<file path="src/rtl/opcode_sequencer.sv">
// ============================================================================
// Module   : opcode_sequencer
// Purpose  : Assembles host nibbles into opcodes, queues them, issues each with
//            an execute strobe and gathers serial results for read opcodes.
//            Optional watchdog build: define SEQ_TIMEOUT_EN.
// Revision : 1.0  initial release
// ============================================================================
`default_nettype none

module opcode_sequencer #(
    parameter int OPCODE_WIDTH = 16,
    parameter int FIFO_DEPTH   = 8,
    parameter int RESULT_WIDTH = 8,
    parameter int TIMEOUT      = 255
) (
    input  logic                          clk,
    input  logic                          rst,
    input  logic                          flush,
    input  logic                          wr_valid,
    input  logic [3:0]                    wr_nibble,
    output logic                          wr_ready,
    output logic [OPCODE_WIDTH-1:0]       core_opcode,
    output logic                          core_execute,
    input  logic                          core_valid,
    input  logic                          core_bit,
    output logic                          res_valid,
    output logic [RESULT_WIDTH-1:0]       res_data,
    input  logic                          res_ready,
    output logic                          busy,
    output logic [$clog2(FIFO_DEPTH):0]   fifo_count,
    output logic                          err
);

    localparam int PTR_W = $clog2(FIFO_DEPTH);
    localparam int CNT_W = PTR_W + 1;
    localparam int NIB_N = OPCODE_WIDTH / 4;
    localparam int NIB_W = (NIB_N > 1) ? $clog2(NIB_N) : 1;
    localparam int BIT_W = (RESULT_WIDTH > 1) ? $clog2(RESULT_WIDTH) : 1;
    localparam int ASM_W = OPCODE_WIDTH - 4;

    localparam logic [NIB_W-1:0] LAST_NIB = NIB_W'(NIB_N - 1);
    localparam logic [BIT_W-1:0] LAST_BIT = BIT_W'(RESULT_WIDTH - 1);
    localparam logic [CNT_W-1:0] FULL_CNT = CNT_W'(FIFO_DEPTH);

    localparam logic [1:0] S_IDLE   = 2'd0;
    localparam logic [1:0] S_ISSUE  = 2'd1;
    localparam logic [1:0] S_WAIT   = 2'd2;
    localparam logic [1:0] S_RESULT = 2'd3;

    logic [1:0]              state_q, state_d;
    logic [NIB_W-1:0]        nib_cnt_q, nib_cnt_d;
    logic [ASM_W-1:0]        asm_q, asm_d;
    logic [PTR_W-1:0]        wr_ptr_q, wr_ptr_d;
    logic [PTR_W-1:0]        rd_ptr_q, rd_ptr_d;
    logic [CNT_W-1:0]        count_q, count_d;
    logic [OPCODE_WIDTH-1:0] fifo_mem [FIFO_DEPTH];
    logic [OPCODE_WIDTH-1:0] core_opcode_q, core_opcode_d;
    logic                    core_execute_q, core_execute_d;
    logic                    res_valid_q, res_valid_d;
    logic [RESULT_WIDTH-1:0] res_data_q, res_data_d;
    logic [BIT_W-1:0]        bit_cnt_q, bit_cnt_d;
    logic                    busy_q, busy_d;

    logic w_ready;
    logic w_accept;
    logic w_push;
    logic w_pop;
    logic w_bit;
    logic w_last;
    logic w_timeout;

    // wr_ready looks only at the count, so a push can never overflow even
    // when no pop happens in the same cycle.
    assign w_ready  = (count_q != FULL_CNT);
    assign w_accept = wr_valid && w_ready && !flush;
    assign w_push   = w_accept && (nib_cnt_q == LAST_NIB);
    assign w_pop    = (state_q == S_IDLE) && (count_q != '0) && !flush;
    assign w_bit    = (state_q == S_WAIT) && core_valid && !flush;
    assign w_last   = w_bit && (bit_cnt_q == LAST_BIT);

    // ------------------------------------------------------------------
    // Assembler and FIFO bookkeeping
    // ------------------------------------------------------------------
    always_comb begin
        nib_cnt_d = nib_cnt_q;
        asm_d     = asm_q;
        wr_ptr_d  = wr_ptr_q;
        rd_ptr_d  = rd_ptr_q;
        count_d   = count_q;
        if (flush) begin
            nib_cnt_d = '0;
            wr_ptr_d  = '0;
            rd_ptr_d  = '0;
            count_d   = '0;
        end else begin
            if (w_accept) begin
                asm_d     = ASM_W'({asm_q, wr_nibble});
                nib_cnt_d = (nib_cnt_q == LAST_NIB) ? '0 : nib_cnt_q + NIB_W'(1);
            end
            if (w_push) begin
                wr_ptr_d = wr_ptr_q + PTR_W'(1);
            end
            if (w_pop) begin
                rd_ptr_d = rd_ptr_q + PTR_W'(1);
            end
            case ({w_push, w_pop})
                2'b10:   count_d = count_q + CNT_W'(1);
                2'b01:   count_d = count_q - CNT_W'(1);
                default: count_d = count_q;
            endcase
        end
    end

    always_ff @(posedge clk) begin
        if (w_push) begin
            fifo_mem[wr_ptr_q] <= {asm_q, wr_nibble};
        end
    end

    // ------------------------------------------------------------------
    // FSM: state register
    // ------------------------------------------------------------------
    always_ff @(posedge clk) begin
        if (rst) begin
            state_q <= S_IDLE;
        end else begin
            state_q <= state_d;
        end
    end

    // ------------------------------------------------------------------
    // FSM: next state
    // ------------------------------------------------------------------
    always_comb begin
        state_d = state_q;
        if (flush) begin
            state_d = S_IDLE;
        end else begin
            case (state_q)
                S_IDLE: begin
                    if (count_q != '0) begin
                        state_d = S_ISSUE;
                    end
                end
                S_ISSUE: begin
                    state_d = core_opcode_q[OPCODE_WIDTH-1] ? S_WAIT : S_IDLE;
                end
                S_WAIT: begin
                    if (w_last) begin
                        state_d = S_RESULT;
                    end else if (w_timeout) begin
                        state_d = S_IDLE;
                    end
                end
                S_RESULT: begin
                    if (res_ready) begin
                        state_d = S_IDLE;
                    end
                end
                default: state_d = S_IDLE;
            endcase
        end
    end

    // ------------------------------------------------------------------
    // FSM: outputs (next values of the registered outputs)
    // ------------------------------------------------------------------
    always_comb begin
        core_opcode_d  = w_pop ? fifo_mem[rd_ptr_q] : core_opcode_q;
        core_execute_d = w_pop;
        res_data_d     = w_bit ? RESULT_WIDTH'({res_data_q, core_bit}) : res_data_q;
        res_valid_d    = res_valid_q;
        bit_cnt_d      = bit_cnt_q;
        if (flush) begin
            res_valid_d = 1'b0;
            bit_cnt_d   = '0;
        end else begin
            if (w_last) begin
                res_valid_d = 1'b1;
            end else if ((state_q == S_RESULT) && res_ready) begin
                res_valid_d = 1'b0;
            end
            if (state_q == S_ISSUE) begin
                bit_cnt_d = '0;
            end else if (w_bit) begin
                bit_cnt_d = w_last ? '0 : bit_cnt_q + BIT_W'(1);
            end
        end
        busy_d = (state_d != S_IDLE) || (count_d != '0);
    end

    always_ff @(posedge clk) begin
        if (rst) begin
            nib_cnt_q      <= '0;
            asm_q          <= '0;
            wr_ptr_q       <= '0;
            rd_ptr_q       <= '0;
            count_q        <= '0;
            core_opcode_q  <= '0;
            core_execute_q <= 1'b0;
            res_valid_q    <= 1'b0;
            res_data_q     <= '0;
            bit_cnt_q      <= '0;
            busy_q         <= 1'b0;
        end else begin
            nib_cnt_q      <= nib_cnt_d;
            asm_q          <= asm_d;
            wr_ptr_q       <= wr_ptr_d;
            rd_ptr_q       <= rd_ptr_d;
            count_q        <= count_d;
            core_opcode_q  <= core_opcode_d;
            core_execute_q <= core_execute_d;
            res_valid_q    <= res_valid_d;
            res_data_q     <= res_data_d;
            bit_cnt_q      <= bit_cnt_d;
            busy_q         <= busy_d;
        end
    end

    // ------------------------------------------------------------------
    // Optional WAIT watchdog
    // ------------------------------------------------------------------
`ifdef SEQ_TIMEOUT_EN
    localparam logic [7:0] WD_LAST = 8'(TIMEOUT - 1);

    logic [7:0] wd_q, wd_d;
    logic       err_q, err_d;

    // Fires on the TIMEOUT-th consecutive silent WAIT cycle.
    assign w_timeout = (state_q == S_WAIT) && !core_valid && !flush && (wd_q == WD_LAST);

    always_comb begin
        wd_d  = wd_q;
        err_d = err_q;
        if (flush || (state_q != S_WAIT) || core_valid || w_timeout) begin
            wd_d = '0;
        end else begin
            wd_d = wd_q + 8'd1;
        end
        if (w_timeout) begin
            err_d = 1'b1;
        end
    end

    always_ff @(posedge clk) begin
        if (rst) begin
            wd_q  <= '0;
            err_q <= 1'b0;
        end else begin
            wd_q  <= wd_d;
            err_q <= err_d;
        end
    end

    assign err = err_q;
`else
    logic w_unused_timeout;
    assign w_unused_timeout = (TIMEOUT != 0);
    assign w_timeout        = 1'b0;
    assign err              = 1'b0;
`endif

    assign wr_ready     = w_ready;
    assign core_opcode  = core_opcode_q;
    assign core_execute = core_execute_q;
    assign res_valid    = res_valid_q;
    assign res_data     = res_data_q;
    assign busy         = busy_q;
    assign fifo_count   = count_q;

endmodule

`default_nettype wire
</file>
<file path="config.mk">
export PLATFORM = sky130hd
export DESIGN_NAME = opcode_sequencer
export DESIGN_NICKNAME = d
export VERILOG_FILES = /design/src/rtl/opcode_sequencer.sv
export SDC_FILE = /design/constraint.sdc
export NUM_CORES = 1
export LEC_CHECK = 0
export ABC_AREA = 1
export BUFFER_PORTS_ARGS = -buffer_cell sky130_fd_sc_hd__buf_2
export CAP_MARGIN = 20
export CELL_PAD_IN_SITES_DETAIL_PLACEMENT = 0
export CELL_PAD_IN_SITES_GLOBAL_PLACEMENT = 1
export CORE_MARGIN = 2
export CORE_UTILIZATION = 52
export DETAILED_ROUTE_END_ITERATION = 8
export GPL_ROUTABILITY_DRIVEN = 0
export PLACE_DENSITY = 0.9
export SLEW_MARGIN = 15
export SYNTH_ARGS = -nofsm -noshare
export SYNTH_HDL_FRONTEND = slang
export SYNTH_SLANG_ARGS = --single-unit
</file>
<file path="constraint.sdc">
create_clock -name clk -period 4.1 [get_ports clk]
set_clock_uncertainty 0.2 [all_clocks]
set_input_delay 0.82 -clock clk [delete_from_list [all_inputs] [get_ports clk]]
set_output_delay 0.82 -clock clk [all_outputs]
set_load 0.05 [all_outputs]
</file>
==> report_table.html, run 1 <==
<table>
<tr><th>Metric</th><th>Value</th></tr>
<tr><th colspan="2">Synth</th></tr>
<tr><td>Mapped cell area</td><td>0.00724 mm^2</td></tr>
<tr><td>Proportion of netlist area held by the largest area contributor</td><td>53.1%</td></tr>
<tr><td>Synth Area per Inst</td><td>11.7 um^2</td></tr>
<tr><td>Synth area leaders</td><td>edfxtp_1, dfxtp_1, nor2_1, o21ai_0, mux2i_1</td></tr>
<tr><td>Seq/Total Area, Yosys</td><td>68.6%</td></tr>
<tr><td>Gate count after technology mapping</td><td>620</td></tr>
<tr><td>Library cell occupying the most area in the post-synthesis netlist</td><td>edfxtp_1</td></tr>
<tr><td>Net count after synthesis</td><td>638</td></tr>
<tr><td>Yosys cell types</td><td>31</td></tr>
<tr><td>Synthesized flop and latch total</td><td>184</td></tr>
<tr><td>Ys Warns</td><td>0</td></tr>
<tr><th colspan="2">Cells and area</th></tr>
<tr><td>Number of fill cells</td><td>1069</td></tr>
<tr><td>Share of cells above drive strength 1</td><td>15.5%</td></tr>
<tr><td>Multi-input combinational cell area</td><td>0.00200 mm^2</td></tr>
<tr><td>Register area</td><td>0.00497 mm^2</td></tr>
<tr><td>Count of nets after finishing</td><td>678</td></tr>
<tr><td>Final std cells w/o fill</td><td>853</td></tr>
<tr><td>Number of diodes</td><td>0</td></tr>
<tr><td>Final instance area</td><td>0.00826 mm^2</td></tr>
<tr><td>Area added between synthesis and finish</td><td>14.1%</td></tr>
<tr><th colspan="2">Clock network</th></tr>
<tr><td>CTS H-tree depth</td><td>4</td></tr>
<tr><td>Clock network latency to the later pin of the worst-skew pair</td><td>0.44 ns</td></tr>
<tr><td>Root buf cell</td><td>clkbuf_16</td></tr>
<tr><td>Post-cts resize count</td><td>0</td></tr>
<tr><td>Register clock-pin slew on the reported worst setup and hold paths</td><td>0.06 ns</td></tr>
<tr><td>Hold-fix buffers at CTS</td><td>0</td></tr>
<tr><td>Sink Count</td><td>184</td></tr>
<tr><td>Setup Buffers After CTS</td><td>0</td></tr>
<tr><td>CTS Buffer Depth</td><td>2</td></tr>
<tr><td>TritonCTS buffer count</td><td>17</td></tr>
<tr><td>TritonCTS clock tree</td><td>done</td></tr>
<tr><th colspan="2">Placement</th></tr>
<tr><td>Post-placement cell count</td><td>821</td></tr>
<tr><td>Cell area after placement</td><td>0.00762 mm^2</td></tr>
<tr><td>HPWL Detailed</td><td>9470 um</td></tr>
<tr><td># port buffers</td><td>42</td></tr>
<tr><th colspan="2">Worst setup path</th></tr>
<tr><td>Setup slack, reg-to-reg</td><td>1.43 ns</td></tr>
<tr><td>Crit start category</td><td>input port</td></tr>
<tr><td>Origin of the critical flop-to-flop path</td><td>fifo_count[0]</td></tr>
<tr><td>Worst setup path endpoint</td><td>fifo_mem[0][10]</td></tr>
<tr><td>Element type at the critical path end</td><td>flip-flop</td></tr>
<tr><td>Kind of critical path</td><td>in -&gt; reg</td></tr>
<tr><td>R2r worst-path depth</td><td>7</td></tr>
<tr><td>R2R Path End</td><td>fifo_mem[0][10]</td></tr>
<tr><td>Crit path launch</td><td>flush</td></tr>
<tr><td>Arr. time, crit path</td><td>2.63 ns</td></tr>
<tr><td>Endpoint required time on the critical path</td><td>4.02 ns</td></tr>
<tr><td>Top fanout value on the critical path</td><td>16</td></tr>
<tr><th colspan="2">Power</th></tr>
<tr><td>Power dissipated by switching net loads</td><td>767 uW</td></tr>
<tr><td>Leakage</td><td>0.00296 uW</td></tr>
<tr><td>Gate power share</td><td>1.5%</td></tr>
<tr><td>Relative contribution of sequential cells to total power</td><td>53.1%</td></tr>
<tr><td>Clock network power share</td><td>45.4%</td></tr>
<tr><td>Internal power contribution</td><td>3030 uW</td></tr>
<tr><td>Largest voltage drop on the vdd net</td><td>0.289 mV</td></tr>
<tr><td>Net switching share of the total power</td><td>20.2%</td></tr>
<tr><td>Power density over the cells</td><td>460 mW/mm^2</td></tr>
<tr><th colspan="2">STA</th></tr>
<tr><td>Setup-failing EPs final</td><td>0</td></tr>
<tr><td>Max transition margin</td><td>41.6%</td></tr>
<tr><td>Final period utilization</td><td>66.2%</td></tr>
<tr><td>Shortest clock period the worst path allows after layout</td><td>2.72 ns</td></tr>
<tr><td>Number of max-slew violations in the final report</td><td>0</td></tr>
<tr><td>Number of hold-slack violations in the final timing report</td><td>0</td></tr>
<tr><td>Slew @ Worst Pin</td><td>0.874 ns</td></tr>
<tr><td>RSZ-0062 raised after global routing</td><td>no</td></tr>
<tr><td>Max frequency</td><td>368 MHz</td></tr>
<tr><td>Setup TNS after final layout</td><td>0 ns</td></tr>
<tr><th colspan="2">Drt</th></tr>
<tr><td>Via density per instance</td><td>5.71</td></tr>
<tr><td>Violation count after the first detailed-route iteration</td><td>392</td></tr>
<tr><td>Number of vias in the routed layout</td><td>4873</td></tr>
<tr><td>Overall routed net length</td><td>15300 um</td></tr>
<tr><td>DR DRC count</td><td>0</td></tr>
<tr><td>Count of nets left with antenna violations after detail routing</td><td>0</td></tr>
<tr><td>Count of TritonRoute iterations in the first routing pass</td><td>7</td></tr>
<tr><td>Wire length per cell</td><td>18.0 um</td></tr>
<tr><th colspan="2">Global route</th></tr>
<tr><td>Pin count of the biggest net entering global routing</td><td>67</td></tr>
<tr><td>Global routing usage summed across all routing layers</td><td>21.8%</td></tr>
<tr><td>Overflow after GRT</td><td>0</td></tr>
<tr><td>First-pass GRT wire length</td><td>24300 um</td></tr>
<tr><td>Initial antenna violation count</td><td>0</td></tr>
<tr><td>Number of global-route vias before repair</td><td>4805</td></tr>
<tr><th colspan="2">Floorplan</th></tr>
<tr><td>Number of placement rows</td><td>43</td></tr>
<tr><td>Initial standard-cell utilization of the core</td><td>52.8%</td></tr>
<tr><td>Die outline width</td><td>122 um</td></tr>
<tr><td>Number of placed I/O pins</td><td>44</td></tr>
<tr><td>Floorplan die area</td><td>0.0149 mm^2</td></tr>
<tr><td>Core box area</td><td>0.0137 mm^2</td></tr>
<tr><td>Height of the die</td><td>122 um</td></tr>
<tr><th colspan="2">Worst hold path</th></tr>
<tr><td>Worst hold path type</td><td>reg -&gt; reg</td></tr>
<tr><td>Hold path startpoint</td><td>core_opcode[12]</td></tr>
<tr><th colspan="2">Status</th></tr>
<tr><td>Run status</td><td>completed</td></tr>
<tr><th colspan="2">Job</th></tr>
<tr><td>Max capacitance violation total</td><td>0</td></tr>
</table>
[Yosys cell counts]
cell type  number
nor2_8          1
o211ai_1       16
nand2_1        40
nor2_2          3
nand3_4         1
conb_1          1
buf_2          11
nand3_1        11
nor2_4          1
edfxtp_1      128
buf_4           4
o32ai_1        16
inv_1          24
a21oi_1        29
o211a_1         2
o21ai_2         1
mux2i_1        16
o21ai_0        63
nor2_1        135
nand2_2         4
o21ai_1         1
inv_2           4
nand2_4         1
o221ai_1       16
buf_1           3
clkbuf_1       18
nor4_1          3
ha_1            7
dfxtp_1        56
xor2_1          1
nor3_1          3
[power groups by stage]
stage	Combinational (uW)	Clock, uW	Sequential, uW
6_report	57.4	1720	2020
5_1_grt	65.0	1830	2020
4_1_cts	57.3	1740	2020
3_5_place_dp	56.5	0	2060
3_3_place_gp	54.6	0	2060
2_1_floorplan	35.1	0	2050
[cells in the final DEF (no fill, tap or decap), types with 2 or more instances in the layout]
| cell | synthesis | routed |
|---|---|---|
| nand2_2 | 4 | 4 |
| a21oi_1 | 29 | 29 |
| o221ai_1 | 16 | 16 |
| mux2i_1 | 16 | 16 |
| inv_2 | 4 | 4 |
| clkinv_4 | 0 | 2 |
| nor4_1 | 3 | 3 |
| dfxtp_1 | 56 | 55 |
| nand2_1 | 40 | 40 |
| o211ai_1 | 16 | 16 |
| bufinv_16 | 0 | 3 |
| nor3_1 | 3 | 3 |
| inv_6 | 0 | 3 |
| nor2_2 | 3 | 3 |
| nor2_1 | 135 | 135 |
| edfxtp_1 | 128 | 128 |
| buf_4 | 4 | 15 |
| ha_1 | 7 | 7 |
| clkinvlp_4 | 0 | 2 |
| clkbuf_16 | 0 | 18 |
| o211a_1 | 2 | 2 |
| o32ai_1 | 16 | 16 |
| buf_2 | 11 | 42 |
| inv_1 | 24 | 24 |
| o21ai_0 | 63 | 63 |
| nand3_1 | 11 | 11 |
[cell type report]
type / count / area share, %
Inverter: 28 / 1.27
Sequential cell: 184 / 60.2
Multi-Input combinational cell: 372 / 24.3
Timing Repair Buffer: 57 / 3.91
Tap cell: 180 / 2.73
Clock buffer: 20 / 5.67
Clock inverter: 12 / 1.99
[per-stage QoR]
stage / setup slack (ns) / util [%] / power [uW] / hold WS [ns]
detailed placement: 1.01 / 55.6 / 2120 / 0.256
global route: 1.18 / 60.2 / 3910 / 0.285
finish: 1.38 / 60.2 / 3800 / 0.263
floorplan: 1.22 / - / 2090 / 0.259
global placement: 1.07 / 55.6 / 2110 / 0.249
CTS: 1.43 / 60.2 / 3820 / 0.266
[worst min-delay path by stage]
stage / to / slack [ns] / cells past startpoint
after floorplan: bit_cnt_q[1] / 0.26 / 2
after global placement: core_opcode[3] / 0.25 / 2
after detailed placement: core_opcode[12] / 0.26 / 2
after CTS: core_opcode[12] / 0.27 / 2
after global routing: core_opcode[2] / 0.28 / 2
final: core_opcode[12] / 0.26 / 2
[routing by layer]
layer	GRT usage, %	wire length [um]	up-vias
li1	-	-	2307
met4	11.6	466	0
met5	0	0	-
met3	5.24	908	37
met1	27.6	6460	2341
met2	34.9	7490	188
[registers in the layout, summed over array words and instances, names as in the netlist]
signal and cells:
bit_cnt_q 3, res_valid 1, res_data 8, asm_q 12, busy 1, core_execute 1
rd_ptr_q 3, state_q 2, nib_cnt_q 2, wr_ptr_q 3, core_opcode 16, fifo_count 4
fifo_mem 128
[critical path: stages]
cell     delay [ns]
buf_2          0.15
nor2_2         0.18
nand2_1        0.28
inv_1          0.45
nand3_1        0.26
nor2_1         0.19
buf_4          0.30
[cell families (layout without fill, tap and decap cells)]
logic type               Yosys count  in the layout  synth area share, %
AND/OR/NAND/NOR                  203            203                 11.7
flip-flops                       184            184                 68.6
AO/OA/AOI/OAI                    144            144                 12.4
buffers and inverters             64            117                 3.72
multiplexers                      16             16                 2.21
adder cells (fa/ha/maj)            7              7                 1.21
other                              1              1               0.0518
XOR/XNOR                           1              1                0.121
Note: power is estimated with default switching activity, not from simulation.
==> run 2, diff against run 1 <==
--- a/config.mk
+++ b/config.mk
@@ -11,10 +11,10 @@
 export CELL_PAD_IN_SITES_DETAIL_PLACEMENT = 0
 export CELL_PAD_IN_SITES_GLOBAL_PLACEMENT = 1
 export CORE_MARGIN = 2
-export CORE_UTILIZATION = 52
+export CORE_UTILIZATION = 44
 export DETAILED_ROUTE_END_ITERATION = 8
 export GPL_ROUTABILITY_DRIVEN = 0
-export PLACE_DENSITY = 0.9
+export PLACE_DENSITY = 0.82
 export SLEW_MARGIN = 15
 export SYNTH_ARGS = -nofsm -noshare
 export SYNTH_HDL_FRONTEND = slang
==> constraint.sdc (replaced) <==
create_clock -name clk -period 2.2 [get_ports clk]
set_clock_uncertainty 0.2 [all_clocks]
set_input_delay 0.44 -clock clk [delete_from_list [all_inputs] [get_ports clk]]
set_output_delay 0.44 -clock clk [all_outputs]
set_load 0.05 [all_outputs]
==> run 2 against run 1 <==
Via count up 0.25%. Hold slack worse by 0.17 ns. Wire length is 3.9% higher. Non-clock buffer count grew 27. Die area increased by 18%. Clock-buffer cell count rose by 5.
==> report_table.html, run 2 (synthesized netlist as in run 1, its figures left out) <==
<table>
<tr><th>Metric</th><th>Value</th></tr>
<tr><th colspan="2">Floorplan</th></tr>
<tr><td>Die outline width</td><td>132 um</td></tr>
<tr><td>Core box area</td><td>0.0160 mm^2</td></tr>
<tr><td>Initial standard-cell utilization of the core</td><td>45.2%</td></tr>
<tr><td>Floorplan die area</td><td>0.0175 mm^2</td></tr>
<tr><td>Height of the die</td><td>132 um</td></tr>
<tr><td>Number of placed I/O pins</td><td>44</td></tr>
<tr><td>Number of placement rows</td><td>46</td></tr>
<tr><th colspan="2">Worst setup path</th></tr>
<tr><td>CP dominant cell by count</td><td>nand2_1</td></tr>
<tr><td>Worst stage delay on the critical path</td><td>0.37 ns</td></tr>
<tr><td>Arr. time, crit path</td><td>2.18 ns</td></tr>
<tr><td>Element type at the critical path end</td><td>flip-flop</td></tr>
<tr><td>Worst path depth</td><td>12</td></tr>
<tr><td>Cells traversed along the worst timing path</td><td>inv_1 -&gt; nand2_2 -&gt; nor2_4 -&gt; nor2_8 -&gt; ha_2 -&gt; inv_1 -&gt; o21ai_1 -&gt; nand3_1 -&gt; nor2_2 -&gt; nand2_1 -&gt; nand2_1 -&gt; nand2_1</td></tr>
<tr><td>Crit start category</td><td>flip-flop</td></tr>
<tr><td>Crit path max-delay family</td><td>simple AND/OR/NAND/NOR gates</td></tr>
<tr><td>Top fanout value on the critical path</td><td>6</td></tr>
<tr><td>Endpoint required time on the critical path</td><td>2.32 ns</td></tr>
<tr><td>R2R Path End</td><td>busy</td></tr>
<tr><td>CP Buf/Inv Count</td><td>2</td></tr>
<tr><td>Kind of critical path</td><td>reg -&gt; reg</td></tr>
<tr><td>Origin of the critical flop-to-flop path</td><td>fifo_count[2]</td></tr>
<tr><td>Cell with the largest stage delay on the worst path</td><td>ha_2</td></tr>
<tr><td>Setup slack, reg-to-reg</td><td>0.14 ns</td></tr>
<tr><td>R2r worst-path depth</td><td>12</td></tr>
<tr><th colspan="2">Power</th></tr>
<tr><td>Clock network power share</td><td>42.1%</td></tr>
<tr><td>Gate power share</td><td>1.9%</td></tr>
<tr><td>Net switching share of the total power</td><td>19.8%</td></tr>
<tr><td>Leakage</td><td>0.00306 uW</td></tr>
<tr><td>Power density over the cells</td><td>777 mW/mm^2</td></tr>
<tr><td>Largest voltage drop on the vdd net</td><td>0.592 mV</td></tr>
<tr><td>Internal power contribution</td><td>5380 uW</td></tr>
<tr><td>Relative contribution of sequential cells to total power</td><td>55.9%</td></tr>
<tr><td>Power dissipated by switching net loads</td><td>1330 uW</td></tr>
<tr><th colspan="2">Cells and area</th></tr>
<tr><td>Final instance area</td><td>0.00863 mm^2</td></tr>
<tr><td>Register containing the most flip-flops in the final layout</td><td>fifo_mem</td></tr>
<tr><td>Number of fill cells</td><td>1390</td></tr>
<tr><td>Share of cells above drive strength 1</td><td>21.3%</td></tr>
<tr><td>Area added between synthesis and finish</td><td>19.2%</td></tr>
<tr><td>Count of nets after finishing</td><td>705</td></tr>
<tr><td>Max reg flops</td><td>128</td></tr>
<tr><td>Commonest cells after routing, fill and taps aside</td><td>edfxtp_1, nor2_1, o21ai_0, dfxtp_1, buf_2</td></tr>
<tr><td>Leading cell type in the layout, fill and taps excluded</td><td>edfxtp_1</td></tr>
<tr><td>Number of diodes</td><td>0</td></tr>
<tr><td>Final std cells w/o fill</td><td>916</td></tr>
<tr><th colspan="2">Global route</th></tr>
<tr><td>Initial antenna violation count</td><td>0</td></tr>
<tr><td>Number of global-route vias before repair</td><td>4806</td></tr>
<tr><td>First-pass GRT wire length</td><td>25200 um</td></tr>
<tr><td>Pin count of the biggest net entering global routing</td><td>67</td></tr>
<tr><td>Global routing usage summed across all routing layers</td><td>18.7%</td></tr>
<tr><td>Overflow after GRT</td><td>0</td></tr>
<tr><th colspan="2">Clock network</th></tr>
<tr><td>CTS Buffer Depth</td><td>2</td></tr>
<tr><td>TritonCTS clock tree</td><td>done</td></tr>
<tr><td>TritonCTS buffer count</td><td>17</td></tr>
<tr><td>Register clock-pin slew on the reported worst setup and hold paths</td><td>0.06 ns</td></tr>
<tr><td>Sink Count</td><td>184</td></tr>
<tr><td>Clock network latency to the later pin of the worst-skew pair</td><td>0.42 ns</td></tr>
<tr><td>CTS H-tree depth</td><td>4</td></tr>
<tr><td>Root buf cell</td><td>clkbuf_16</td></tr>
<tr><th colspan="2">Drt</th></tr>
<tr><td>DR DRC count</td><td>0</td></tr>
<tr><td>Count of TritonRoute iterations in the first routing pass</td><td>5</td></tr>
<tr><td>Overall routed net length</td><td>15900 um</td></tr>
<tr><td>Wire length per cell</td><td>17.4 um</td></tr>
<tr><td>Violation count after the first detailed-route iteration</td><td>317</td></tr>
<tr><td>Number of vias in the routed layout</td><td>4885</td></tr>
<tr><td>Count of nets left with antenna violations after detail routing</td><td>0</td></tr>
<tr><td>Via density per instance</td><td>5.33</td></tr>
<tr><th colspan="2">STA</th></tr>
<tr><td>Shortest clock period the worst path allows after layout</td><td>2.06 ns</td></tr>
<tr><td>Setup-failing EPs final</td><td>0</td></tr>
<tr><td>Final period utilization</td><td>93.5%</td></tr>
<tr><td>Number of hold-slack violations in the final timing report</td><td>0</td></tr>
<tr><td>Max frequency</td><td>486 MHz</td></tr>
<tr><td>Number of max-slew violations in the final report</td><td>0</td></tr>
<tr><td>Post-route worst hold slack</td><td>0.0954 ns</td></tr>
<tr><td>Setup TNS after final layout</td><td>0 ns</td></tr>
<tr><th colspan="2">Worst hold path</th></tr>
<tr><td>Hold path startpoint</td><td>core_bit</td></tr>
<tr><td>Endpoint with the worst hold slack</td><td>res_data[0]</td></tr>
<tr><td>Worst hold path depth</td><td>3</td></tr>
<tr><td>Worst hold path type</td><td>in -&gt; reg</td></tr>
<tr><th colspan="2">Placement</th></tr>
<tr><td>HPWL Detailed</td><td>9790 um</td></tr>
<tr><td>Post-placement cell count</td><td>882</td></tr>
<tr><td># port buffers</td><td>42</td></tr>
<tr><td>Cell area after placement</td><td>0.00803 mm^2</td></tr>
<tr><th colspan="2">Status</th></tr>
<tr><td>Run status</td><td>completed</td></tr>
<tr><th colspan="2">Job</th></tr>
<tr><td>Max capacitance violation total</td><td>0</td></tr>
</table>
-- run 2: cell types whose count changed in the layout (fill, tap and decap cells not counted), moves of 4 or more --
cell      previous run  this run
nor2_1             135       124
buf_12               0         8
clkbuf_1             1         6
dfxtp_1             55        51
dfxtp_4              0         4
buf_4               15        34
nor2_2               3         9
nor2_4               1         6
-- run 2: worst max path at each step --
| stage | startpoint | end | slack, ns |
|---|---|---|---|
| floorplan | fifo_count[2] | busy | 0.008 |
| global placement | flush | busy | -0.01 |
| detailed placement | flush | busy | -0.09 |
| CTS | nib_cnt_q[0] | busy | 0.08 |
| global route | fifo_count[2] | busy | -0.007 |
| finish | fifo_count[2] | busy | 0.14 |
-- run 2: cell type report --
class	count	area, um^2	area share [%]
multi-input combinational	372	2100	24.3
timing repair buffer	84	626	7.25
inverter	28	108	1.25
tap	216	270	3.13
clock buffer	25	475	5.51
sequential	184	4980	57.7
clock inverter	7	70.1	0.812
-- run 2: power by group through the flow --
stage	logic, uW	clock network [uW]	registers, uW
floorplan	66.1	0	3820
global placement	126	0	3820
detailed placement	129	0	3830
CTS	130	2880	3750
global route	143	3000	3760
finish	130	2820	3750
-- run 2: timing repair --
item / CTS / global route
hold buffers: 0 / 0
gates resized for setup: 0 / 9
buffers inserted: 0 / 2
endpoints found under the setup margin: 0 / 1
endpoints found under the hold margin: 0 / 0
-- run 2: per-stage QoR --
step / utilization, % / worst slack (ns) / power [uW]
after floorplan: - / 0.00793 / 3880
after global placement: 50.2 / -0.0142 / 3950
after detailed placement: 50.2 / -0.0864 / 3960
after CTS: 53.6 / 0.0784 / 6760
after global routing: 53.9 / -0.00710 / 6890
final: 53.9 / 0.143 / 6710
-- run 2: routing by layer --
layer | up-vias | track usage [%] | wire (um)
met2 | 107 | 30.7 | 7890
met3 | 30 | 3.81 | 718
met4 | 0 | 8.00 | 311
met1 | 2385 | 24.3 | 6990
li1 | 2363 | - | -
met5 | - | 0 | 0
-- run 2: worst register-to-register path: cells and delay by family (launching register included) --
| family | cells | cell delay (ns) |
|---|---|---|
| AND/OR/NAND/NOR | 8 | 0.68 |
| flip-flops | 1 | 0.36 |
| buffers and inverters | 2 | 0.16 |
| adder cells (fa/ha/maj) | 1 | 0.37 |
| AO/OA/AOI/OAI | 1 | 0.18 |
==> run 3, diff against run 2 <==
--- a/config.mk
+++ b/config.mk
@@ -11,10 +11,10 @@
 export CELL_PAD_IN_SITES_DETAIL_PLACEMENT = 0
 export CELL_PAD_IN_SITES_GLOBAL_PLACEMENT = 1
 export CORE_MARGIN = 2
-export CORE_UTILIZATION = 44
+export CORE_UTILIZATION = 52
 export DETAILED_ROUTE_END_ITERATION = 8
 export GPL_ROUTABILITY_DRIVEN = 0
-export PLACE_DENSITY = 0.82
+export PLACE_DENSITY = 0.9
 export SLEW_MARGIN = 15
 export SYNTH_ARGS = -nofsm -noshare
 export SYNTH_HDL_FRONTEND = slang
==> constraint.sdc (replaced) <==
create_clock -name clk -period 2.65 [get_ports clk]
set_clock_uncertainty 0.2 [all_clocks]
set_input_delay 0.53 -clock clk [delete_from_list [all_inputs] [get_ports clk]]
set_output_delay 0.53 -clock clk [all_outputs]
set_load 0.05 [all_outputs]
==> run 3 against run 2 <==
Non-clock buffer count down 18. Combinational power is 24% lower. Wire length decreased by 5.4%. Largest power group unchanged. Sequential power down 17%.
==> report_table.html, run 3 (synthesized netlist as in run 1, its figures left out) <==
<table>
<tr><th>Metric</th><th>Value</th></tr>
<tr><th colspan="2">Global route</th></tr>
<tr><td>Global routing usage summed across all routing layers</td><td>21.1%</td></tr>
<tr><td>Overflow after GRT</td><td>0</td></tr>
<tr><td>Pin count of the biggest net entering global routing</td><td>67</td></tr>
<tr><td>Initial antenna violation count</td><td>0</td></tr>
<tr><td>Number of global-route vias before repair</td><td>4516</td></tr>
<tr><td>First-pass GRT wire length</td><td>23500 um</td></tr>
<tr><th colspan="2">Clock network</th></tr>
<tr><td>CTS H-tree depth</td><td>4</td></tr>
<tr><td>Clock network latency to the later pin of the worst-skew pair</td><td>0.43 ns</td></tr>
<tr><td>Post-cts resize count</td><td>0</td></tr>
<tr><td>Register clock-pin slew on the reported worst setup and hold paths</td><td>0.07 ns</td></tr>
<tr><td>CTS Buffer Depth</td><td>2</td></tr>
<tr><td>Sink Count</td><td>184</td></tr>
<tr><td>Root buf cell</td><td>clkbuf_16</td></tr>
<tr><td>TritonCTS clock tree</td><td>done</td></tr>
<tr><td>Setup Buffers After CTS</td><td>0</td></tr>
<tr><td>TritonCTS buffer count</td><td>17</td></tr>
<tr><td>Hold-fix buffers at CTS</td><td>0</td></tr>
<tr><th colspan="2">Floorplan</th></tr>
<tr><td>Core box area</td><td>0.0137 mm^2</td></tr>
<tr><td>Number of placement rows</td><td>43</td></tr>
<tr><td>Height of the die</td><td>122 um</td></tr>
<tr><td>Die outline width</td><td>122 um</td></tr>
<tr><td>Number of placed I/O pins</td><td>44</td></tr>
<tr><td>Initial standard-cell utilization of the core</td><td>52.8%</td></tr>
<tr><td>Floorplan die area</td><td>0.0149 mm^2</td></tr>
<tr><th colspan="2">Cells and area</th></tr>
<tr><td>Register containing the most flip-flops in the final layout</td><td>fifo_mem</td></tr>
<tr><td>Final Util</td><td>60.6%</td></tr>
<tr><td>Number of diodes</td><td>0</td></tr>
<tr><td>Max reg flops</td><td>128</td></tr>
<tr><td>Area added between synthesis and finish</td><td>14.9%</td></tr>
<tr><td>Commonest cells after routing, fill and taps aside</td><td>nor2_1, edfxtp_1, o21ai_0, dfxtp_1, buf_2</td></tr>
<tr><td>Share of cells above drive strength 1</td><td>17.4%</td></tr>
<tr><td>Count of nets after finishing</td><td>687</td></tr>
<tr><td>Leading cell type in the layout, fill and taps excluded</td><td>nor2_1</td></tr>
<tr><th colspan="2">STA</th></tr>
<tr><td>Final setup margin</td><td>0.240 ns</td></tr>
<tr><td>Shortest clock period the worst path allows after layout</td><td>2.41 ns</td></tr>
<tr><td>Final period utilization</td><td>91.0%</td></tr>
<tr><td>Slew @ Worst Pin</td><td>0.623 ns</td></tr>
<tr><td>Number of hold-slack violations in the final timing report</td><td>0</td></tr>
<tr><td>Max frequency</td><td>415 MHz</td></tr>
<tr><td>Setup-failing EPs final</td><td>0</td></tr>
<tr><td>Number of max-slew violations in the final report</td><td>0</td></tr>
<tr><td>Max transition margin</td><td>58.5%</td></tr>
<tr><td>RSZ-0062 raised after global routing</td><td>no</td></tr>
<tr><th colspan="2">Drt</th></tr>
<tr><td>Via density per instance</td><td>5.62</td></tr>
<tr><td>Violation count after the first detailed-route iteration</td><td>577</td></tr>
<tr><td>Count of TritonRoute iterations in the first routing pass</td><td>6</td></tr>
<tr><td>Overall routed net length</td><td>15000 um</td></tr>
<tr><td>Count of nets left with antenna violations after detail routing</td><td>0</td></tr>
<tr><td>Number of vias in the routed layout</td><td>4847</td></tr>
<tr><td>Wire length per cell</td><td>17.5 um</td></tr>
<tr><td>DR DRC count</td><td>0</td></tr>
<tr><th colspan="2">Worst hold path</th></tr>
<tr><td>Hold path startpoint</td><td>core_bit</td></tr>
<tr><td>Worst hold path type</td><td>in -&gt; reg</td></tr>
<tr><th colspan="2">Worst setup path</th></tr>
<tr><td>Origin of the critical flop-to-flop path</td><td>fifo_count[2]</td></tr>
<tr><td>Crit path launch</td><td>fifo_count[2]</td></tr>
<tr><td>Arr. time, crit path</td><td>2.53 ns</td></tr>
<tr><td>Kind of critical path</td><td>reg -&gt; reg</td></tr>
<tr><td>Top fanout value on the critical path</td><td>12</td></tr>
<tr><td>Setup slack, reg-to-reg</td><td>0.24 ns</td></tr>
<tr><td>Element type at the critical path end</td><td>flip-flop</td></tr>
<tr><td>Crit start category</td><td>flip-flop</td></tr>
<tr><td>Endpoint required time on the critical path</td><td>2.77 ns</td></tr>
<tr><th colspan="2">Power</th></tr>
<tr><td>Total power</td><td>5830 uW</td></tr>
<tr><td>Power density over the cells</td><td>701 mW/mm^2</td></tr>
<tr><td>Leakage</td><td>0.00300 uW</td></tr>
<tr><td>Largest voltage drop on the vdd net</td><td>0.510 mV</td></tr>
<tr><th colspan="2">Placement</th></tr>
<tr><td>Pre-CTS WS</td><td>0.120 ns</td></tr>
<tr><td># port buffers</td><td>42</td></tr>
<tr><td>HPWL Detailed</td><td>9020 um</td></tr>
<tr><th colspan="2">Job</th></tr>
<tr><td>Max capacitance violation total</td><td>0</td></tr>
<tr><th colspan="2">Status</th></tr>
<tr><td>Run status</td><td>completed</td></tr>
</table>
==> run 3: cell types whose count changed in the layout (fill, tap and decap cells not counted), sizes merged <==
cell      delta
clkinv       +1
buf         -18
bufinv       +2
clkbuf       -7
inv          +5
clkinvlp     -1
==> run 3: where the power goes <==
group	internal [uW]	leakage, uW	switching, uW
logic	29.1	0.00107	69.5
registers	3090	0.00163	29.7
clock network	1510	0.000300	1100
==> run 3: worst paths after layout <==
kind | to | cells past startpoint
worst max-delay path | busy | 13
worst min-delay path | res_data[0] | 3
worst max register to register | busy | 13
worst min register to register | core_opcode[3] | 2
==> run 3: cell type report <==
type                    count  area (um^2)
clock inverters            14          186
fillers                  1078         5400
flip-flops and latches    184         4970
repair buffers             66          390
clock buffers              18          429
inverters                  28          105
multi-input cells         372         2010
well taps                 180          225
==> run 3: layer usage <==
layer  GRT usage, %  wire length (um)  vias up  share of wire, %
met4           7.76               228        0               1.5
met5              0                 0        -                 0
met1           27.8              6600     2361                44
met3           4.26               813       23               5.4
met2           34.8              7410      139                49
li1               -                 -     2324                 -
==> run 3: through the flow <==
| stage | instances | cell area, um^2 | hold WS, ns | setup TNS (ns) |
|---|---|---|---|---|
| final | 862 | 8320 | 0.162 | 0 |
| after global routing | 862 | 8320 | 0.185 | 0 |
| after CTS | 862 | 8320 | 0.154 | 0 |
| after detailed placement | 830 | 7700 | 0.252 | 0 |
| after global placement | 830 | 7700 | 0.252 | 0 |
| after floorplan | 620 | 7250 | 0.259 | -14.43 |
==> run 3: critical path: stages, from the launching register on <==
cell and delay [ns]:
dfxtp_1 0.35, inv_1 0.13, nand2_1 0.12, nor2_4 0.16, nor2_8 0.05, buf_4 0.19
ha_1 0.37, inv_1 0.10, o21ai_0 0.25, nand3_1 0.11, nor2_1 0.12, nand2_1 0.06
nand2_1 0.05, nand2_1 0.05
